--- config.mk ---
export PLATFORM = sky130hd
export DESIGN_NAME = afe_spi_arbiter
export DESIGN_NICKNAME = d
export VERILOG_FILES = /design/src/rtl/dsbpm_spi_pkg.sv /design/src/rtl/rr_arbiter.sv /design/src/rtl/afe_spi_arbiter.sv
export SDC_FILE = /design/constraint.sdc
export NUM_CORES = 1
export LEC_CHECK = 0
export BUFFER_PORTS_ARGS = -buffer_cell sky130_fd_sc_hd__buf_2
export CAP_MARGIN = 20
export CORE_UTILIZATION = 56
export CTS_BUF_LIST = sky130_fd_sc_hd__clkbuf_4
export CTS_CLUSTER_SIZE = 20
export DETAILED_ROUTE_END_ITERATION = 16
export PLACE_DENSITY = 0.92
export SLEW_MARGIN = 5
export SYNTH_ARGS = -nofsm -noshare
export SYNTH_HDL_FRONTEND = slang
export SYNTH_SLANG_ARGS = --single-unit
--- constraint.sdc ---
create_clock -name sysClk -period 5.5 [get_ports sysClk]
set_clock_uncertainty 0.1 [all_clocks]
set_input_delay 0.55 -clock sysClk [delete_from_list [all_inputs] [get_ports sysClk]]
set_output_delay 0.55 -clock sysClk [all_outputs]
set_load 0.02 [all_outputs]
--- src/rtl/dsbpm_spi_pkg.sv ---
// Shared definitions for the AFE SPI arbiter: FSM encoding, bitCount field width,
// and the transfer-length clamp.
package dsbpm_spi_pkg;

    localparam int BC_W = 6;

    typedef enum logic [2:0] {
        IDLE  = 3'd0,
        SETUP = 3'd1,
        SHIFT = 3'd2,
        HOLD  = 3'd3,
        GAP   = 3'd4
    } spi_state_e;

    // Zero or over-length requests fall back to a full-width transfer.
    function automatic logic [BC_W-1:0] clamp_len(input logic [BC_W-1:0] bc, input int dw);
        if (bc == '0 || int'(bc) > dw) begin
            return BC_W'(dw);
        end
        return bc;
    endfunction

endpackage

--- src/rtl/rr_arbiter.sv ---
// Round-robin picker: grants the first requester after last_i, wrapping at N_REQ-1.
module rr_arbiter #(
    parameter int N_REQ = 4,
    parameter int IDX_W = $clog2(N_REQ)
) (
    input  logic [N_REQ-1:0] req_i,
    input  logic [IDX_W-1:0] last_i,
    output logic [N_REQ-1:0] gnt_o
);

    logic found;

    always_comb begin
        gnt_o = '0;
        found = 1'b0;
        for (int k = 1; k <= N_REQ; k++) begin
            for (int i = 0; i < N_REQ; i++) begin
                if (!found && req_i[i] && (i == (int'(last_i) + k) % N_REQ)) begin
                    gnt_o[i] = 1'b1;
                    found    = 1'b1;
                end
            end
        end
    end

endmodule

--- src/rtl/afe_spi_arbiter.sv ---
// Shares one mode-0 SPI master between N_REQ requesters, one chip select each.
//   state | meaning
//   IDLE  | waiting for any req; latches winner, data and length
//   SETUP | select low, spiClk low, MSB on spiSdi
//   SHIFT | bitCount clocks, CLK_DIV low then CLK_DIV high per bit
//   HOLD  | select still low, spiClk low after last bit
//   GAP   | all selects high; done pulses on entry
module afe_spi_arbiter
    import dsbpm_spi_pkg::*;
#(
    parameter int N_REQ   = 4,
    parameter int CLK_DIV = 4,
    parameter int DW      = 32
) (
    input  logic                  sysClk,
    input  logic                  sysReset_n,
    input  logic [N_REQ-1:0]      req,
    input  logic [N_REQ*DW-1:0]   wdata,
    input  logic [N_REQ*BC_W-1:0] bitCount,
    output logic [N_REQ-1:0]      grant,
    output logic                  done,
    output logic [DW-1:0]         rdata,
    output logic                  busy,
    output logic                  spiClk,
    output logic                  spiSdi,
    input  logic                  spiSdo,
    output logic [N_REQ-1:0]      spiCsb
);

    localparam int IDX_W = $clog2(N_REQ);
    localparam int TW    = $clog2(CLK_DIV);
    localparam logic [TW-1:0] T_LOAD = TW'(CLK_DIV - 1);

    spi_state_e       state_q;
    logic [TW-1:0]    timer_q;
    logic [BC_W-1:0]  bits_q;
    logic [DW-1:0]    tx_q, rx_q, rdata_q;
    logic [IDX_W-1:0] ptr_q;
    logic [N_REQ-1:0] grant_q, csb_q;
    logic             busy_q, done_q, sclk_q;

    logic [N_REQ-1:0] win_d;
    logic [IDX_W-1:0] win_idx_d, last_idx_d, ptr_d;
    logic [DW-1:0]    wsel_d, tx_load_d;
    logic [BC_W-1:0]  len_d;

    // ptr_q is the next search start; the arbiter wants the index just before it.
    assign last_idx_d = (ptr_q == '0) ? IDX_W'(N_REQ - 1) : ptr_q - IDX_W'(1);

    rr_arbiter #(.N_REQ(N_REQ), .IDX_W(IDX_W)) u_rr (
        .req_i  (req),
        .last_i (last_idx_d),
        .gnt_o  (win_d)
    );

    always_comb begin
        win_idx_d = '0;
        wsel_d    = '0;
        len_d     = '0;
        for (int i = 0; i < N_REQ; i++) begin
            if (win_d[i]) begin
                win_idx_d = IDX_W'(i);
                wsel_d    = wdata[i*DW +: DW];
                len_d     = clamp_len(bitCount[i*BC_W +: BC_W], DW);
            end
        end
        // Left-align so the transfer MSB always sits at tx_q[DW-1].
        tx_load_d = wsel_d << (BC_W'(DW) - len_d);
        ptr_d     = (win_idx_d == IDX_W'(N_REQ - 1)) ? '0 : win_idx_d + IDX_W'(1);
    end

    always_ff @(posedge sysClk or negedge sysReset_n) begin
        if (!sysReset_n) begin
            state_q <= IDLE;
            timer_q <= '0;
            bits_q  <= '0;
            tx_q    <= '0;
            rx_q    <= '0;
            rdata_q <= '0;
            ptr_q   <= '0;
            grant_q <= '0;
            csb_q   <= '1;
            busy_q  <= 1'b0;
            done_q  <= 1'b0;
            sclk_q  <= 1'b0;
        end else begin
            done_q <= 1'b0;
            case (state_q)
                IDLE: begin
                    if (win_d != '0) begin
                        grant_q <= win_d;
                        csb_q   <= ~win_d;
                        busy_q  <= 1'b1;
                        tx_q    <= tx_load_d;
                        rx_q    <= '0;
                        bits_q  <= len_d;
                        ptr_q   <= ptr_d;
                        timer_q <= T_LOAD;
                        state_q <= SETUP;
                    end
                end
                SETUP: begin
                    if (timer_q == '0) begin
                        timer_q <= T_LOAD;
                        state_q <= SHIFT;
                    end else begin
                        timer_q <= timer_q - TW'(1);
                    end
                end
                SHIFT: begin
                    if (timer_q != '0) begin
                        timer_q <= timer_q - TW'(1);
                    end else begin
                        timer_q <= T_LOAD;
                        if (!sclk_q) begin
                            sclk_q <= 1'b1;
                            rx_q   <= {rx_q[DW-2:0], spiSdo};
                        end else begin
                            sclk_q <= 1'b0;
                            if (bits_q == BC_W'(1)) begin
                                tx_q    <= '0;
                                state_q <= HOLD;
                            end else begin
                                bits_q <= bits_q - BC_W'(1);
                                tx_q   <= {tx_q[DW-2:0], 1'b0};
                            end
                        end
                    end
                end
                HOLD: begin
                    if (timer_q == '0) begin
                        csb_q   <= '1;
                        done_q  <= 1'b1;
                        rdata_q <= rx_q;
                        timer_q <= T_LOAD;
                        state_q <= GAP;
                    end else begin
                        timer_q <= timer_q - TW'(1);
                    end
                end
                GAP: begin
                    if (timer_q == '0) begin
                        grant_q <= '0;
                        busy_q  <= 1'b0;
                        state_q <= IDLE;
                    end else begin
                        timer_q <= timer_q - TW'(1);
                    end
                end
                default: state_q <= IDLE;
            endcase
        end
    end

    assign grant  = grant_q;
    assign done   = done_q;
    assign rdata  = rdata_q;
    assign busy   = busy_q;
    assign spiClk = sclk_q;
    assign spiSdi = tx_q[DW-1];
    assign spiCsb = csb_q;

endmodule

==> results.rst <==
.. list-table::
   :header-rows: 1

   * - Metric
     - Value
   * - Worst IR Drop VDD
     - 0.0004392 V
   * - Die area
     - 15140 sq um
   * - Overflow left after global routing
     - 0
   * - Number of instances in the synthesized netlist
     - 975
   * - Min Clock Period, post-route
     - 4.603 ns
   * - Remaining DRCs
     - 0
   * - Arrival time worst endpoint
     - 4.95 ns
   * - Run status
     - complete, but fails checks
   * - Post_cts resized
     - 0
   * - Total vias in the final route
     - 8742
   * - Asr flop ratio synth
     - 1.000
   * - Number of clock buffers inserted by TritonCTS
     - 17
   * - Post-layout net count
     - 1312
   * - Routed Antenna Nets
     - 0
   * - Share of layout cells above drive strength 1
     - 0.2676
   * - CP required
     - 5.84 ns
   * - Die span in y
     - 123.1 um
   * - Worst Setup Slack, final
     - 0.8974 ns
   * - Crit-path slowest cell
     - dfrtp_1
   * - Fill cell instance count of the final layout
     - 1165
   * - Number of flops mapped to enable cells by yosys
     - 0
   * - Type of element launching the critical path
     - register
   * - Unrepaired setup endpoints after global routing
     - no
   * - Max cap viols
     - 0
   * - Maximum number of pins on one net before global-route repair
     - 73
   * - Type of destination of the critical path
     - register
   * - Via density
     - 6.509
   * - Max clock buf depth
     - 2
   * - Vias in the first global route
     - 8199
   * - Post-route total power
     - 6.281 mW
   * - Overall Global Routing Usage
     - 0.3610
   * - Count of input and output buffers
     - 202
   * - Final Cycle Share
     - 0.8368
   * - First-pass GRT wire length
     - 42.34 mm
   * - Cell taking the most area after synthesis
     - dfrtp_1
   * - Area fraction of the dominant cell type after synthesis
     - 0.3537
   * - Antenna violations before repair
     - 1
   * - Critical Path Fanout Max
     - 18
   * - Final Setup Violations
     - 0
   * - TritonCTS clock tree
     - done
   * - Violated checks
     - hold timing
   * - Count of hold buffers inserted by post-cts repair
     - 0
   * - Routed WL
     - 26.30 mm
   * - Sequence of cells on the critical path
     - o21ai_1, or2_2, a41oi_1, inv_1, ha_1, a21boi_1, a31o_2, nor2_4, mux2i_1, mux2i_1, a221oi_1, a21oi_1, o31ai_1
   * - Warnings from Yosys
     - 0
   * - FF+latch count, synth
     - 120
   * - Average instance area after synthesis
     - 8.417 sq um
   * - Core region area
     - 14100 sq um
   * - Lkg Pwr
     - 4.585 nW
   * - Delay of the slowest cell on the worst path
     - 0.60 ns
   * - Fmax
     - 217.3 MHz
   * - Number of different library cells in the post-synthesis netlist
     - 86
   * - Path category of the worst min-delay check
     - input pin to asynchronous set/reset pin
   * - Cell types occupying the most area after synthesis
     - dfrtp_1 35%, nand2_1 9.6%, mux2i_1 5.6%, nor2_1 4.4%, a21oi_1 4.0%
   * - Hold Violations, Final
     - 4
   * - Number of I/O pins
     - 203
   * - CTS HTree Levels
     - 4
   * - Worst-case headroom to the max-slew limit
     - 0.3005
   * - TritonCTS Sinks
     - 120
   * - Post-synth design cell area
     - 8207 sq um
   * - Post-synth net total
     - 1138
   * - Setup WS pre-CTS
     - 0.8670 ns
   * - Number of DRC markers in iteration 0
     - 988
   * - Later-pin clock latency in the skew report
     - 0.56 ns
   * - Total negative slack for setup checks
     - 0 ns
   * - Floorplan row count
     - 43
   * - Buffer count from post-CTS setup fixing
     - 0
   * - Clock slew at the register clock pins of the worst setup and hold paths
     - 0.13 ns
   * - Synth-to-layout area growth
     - 17.00%
   * - Fraction of the yosys area taken by sequential cells
     - 0.3665
   * - Routed WL per cell
     - 19.58 um
   * - Transition at the pin with the smallest max-transition slack
     - 1.048 ns
   * - Pre-antenna DRT Iters
     - 8
   * - Cell chosen for the clock root
     - clkbuf_4
   * - Worst-case hold slack
     - -0.01156 ns
   * - WS Path Type
     - register to register
   * - Placer's final routability congestion estimate
     - 1.016
   * - Chip width
     - 123.1 um
   * - Final Slew Violations
     - 0
   * - Initial standard-cell utilization of the core
     - 0.5822
   * - Estimated wirelength of the detail-placed design
     - 19.31 mm
   * - CP most frequent cell
     - mux2i_1
   * - Fraction of the core area covered by cells at the end of the flow
     - 0.6812
   * - Total power density per cell area
     - 654.2 nW/um^2
   * - Most used flip-flop cell after synthesis
     - dfrtp_1
flip-flops by register name, summed over array words and instances (netlist names), 2 cells and up:
signal / count
rdata: 32
ptr_q: 2
timer_q: 2
state_q: 3
grant: 4
rx_q: 32
bits_q: 6
tx_q: 32
spiCsb: 4
cell type report:
class	count	area, sq um	area share
Tap cell	180	225.2	0.02346
Clock inverter	14	147.6	0.01538
Timing Repair Buffer	227	1201	0.1251
Antenna cell	1	2.502	0.0002606
Clock buffer	18	135.1	0.01407
Sequential cell	120	3008	0.3133
Inverter	17	63.81	0.006646
Multi-Input combinational cell	766	4818	0.5018
worst max-delay path, delay by kind of cell, from the launching register on:
kind / cells / cell delay [ns]
buffers and inverters: 1 / 0.09
AO/OA/AOI/OAI: 7 / 2.15
adder cells (fa/ha/maj): 1 / 0.25
flip-flops: 1 / 0.60
multiplexers: 2 / 0.39
AND/OR/NAND/NOR: 2 / 0.90
through the flow:
step                area, sq um  cells
global route               9602   1343
floorplan                  8207    975
global placement           9316   1310
CTS                        9599   1342
finish                     9602   1343
detailed placement         9316   1310
synthesized netlist by cell type (all sizes together), types with 5 or more instances:
| cell type | number |
|---|---|
| nand2 | 211 |
| dfrtp | 116 |
| nor2 | 100 |
| a21oi | 67 |
| o21ai | 66 |
| mux2i | 46 |
| clkbuf | 45 |
| a221oi | 35 |
| a2bb2oi | 30 |
| buf | 27 |
| inv | 17 |
| nand3 | 15 |
| nor3 | 15 |
| mux4 | 14 |
| and3 | 13 |
| o221ai | 10 |
| o31ai | 10 |
| a211oi | 9 |
| a22oi | 9 |
| a31oi | 9 |
| mux2 | 8 |
| o22ai | 7 |
| and2 | 5 |
| nand2b | 5 |
| o211ai | 5 |
final timing paths:
path                                        from                    end  slack, ns  cells after the start
hold reg to reg            rdata[21]$_DFFE_PN0P_  rdata[21]$_DFFE_PN0P_       0.38                      2
max in group asynchronous             sysReset_n    tx_q[2]$_DFFE_PN0P_       4.09                      2
min in group sysClk                       spiSdo    rx_q[0]$_DFFE_PN0P_       0.16                      3
setup / recovery            ptr_q[1]$_DFFE_PN0P_   tx_q[24]$_DFFE_PN0P_       0.90                     13
hold / removal                        sysReset_n   tx_q[28]$_DFFE_PN0P_      -0.01                      1
setup reg to reg            ptr_q[1]$_DFFE_PN0P_   tx_q[24]$_DFFE_PN0P_       0.90                     13
metal layers:
layer / up-vias / share of wire / track usage
met4: 0 / 0.030 / 0.1212
met3: 91 / 0.095 / 0.07426
met2: 577 / 0.47 / 0.5758
met1: 4146 / 0.40 / 0.4908
li1: 3928 / - / -
met5: - / 0 / 0
report_power, final:
group / switching [mW] / internal (mW)
Clock: 0.377 / 0.279
Sequential: 0.177 / 1.09
Combinational: 2.73 / 1.63
Total: 3.28 / 3.00
placed cells by master, fill, tap and decap left out, types with 15 or more instances in the layout:
master and n:
clkbuf_4 18, mux2i_1 46, o21ai_0 56, buf_4 26
inv_1 15, a2bb2oi_1 29, dfrtp_1 116, nand2_1 210
nor2_1 95, a221oi_1 34, a21oi_1 66, buf_2 201
cell families (layout without fill, tap and decap cells):
| family | count (synthesis) | count (layout) | share of synthesized area |
|---|---|---|---|
| muxes | 68 | 68 | 0.1055 |
| buffers and inverters | 89 | 276 | 0.04925 |
| and+or+nand+nor | 396 | 396 | 0.2138 |
| xor gates and xnor gates | 6 | 6 | 0.008235 |
| other | 0 | 1 | 0 |
| adders and majority gates | 4 | 4 | 0.006099 |
| AOI/OAI and AO/OA | 292 | 292 | 0.2507 |
| DFF | 120 | 120 | 0.3665 |
No activity file was read; power rests on OpenSTA's default activity.
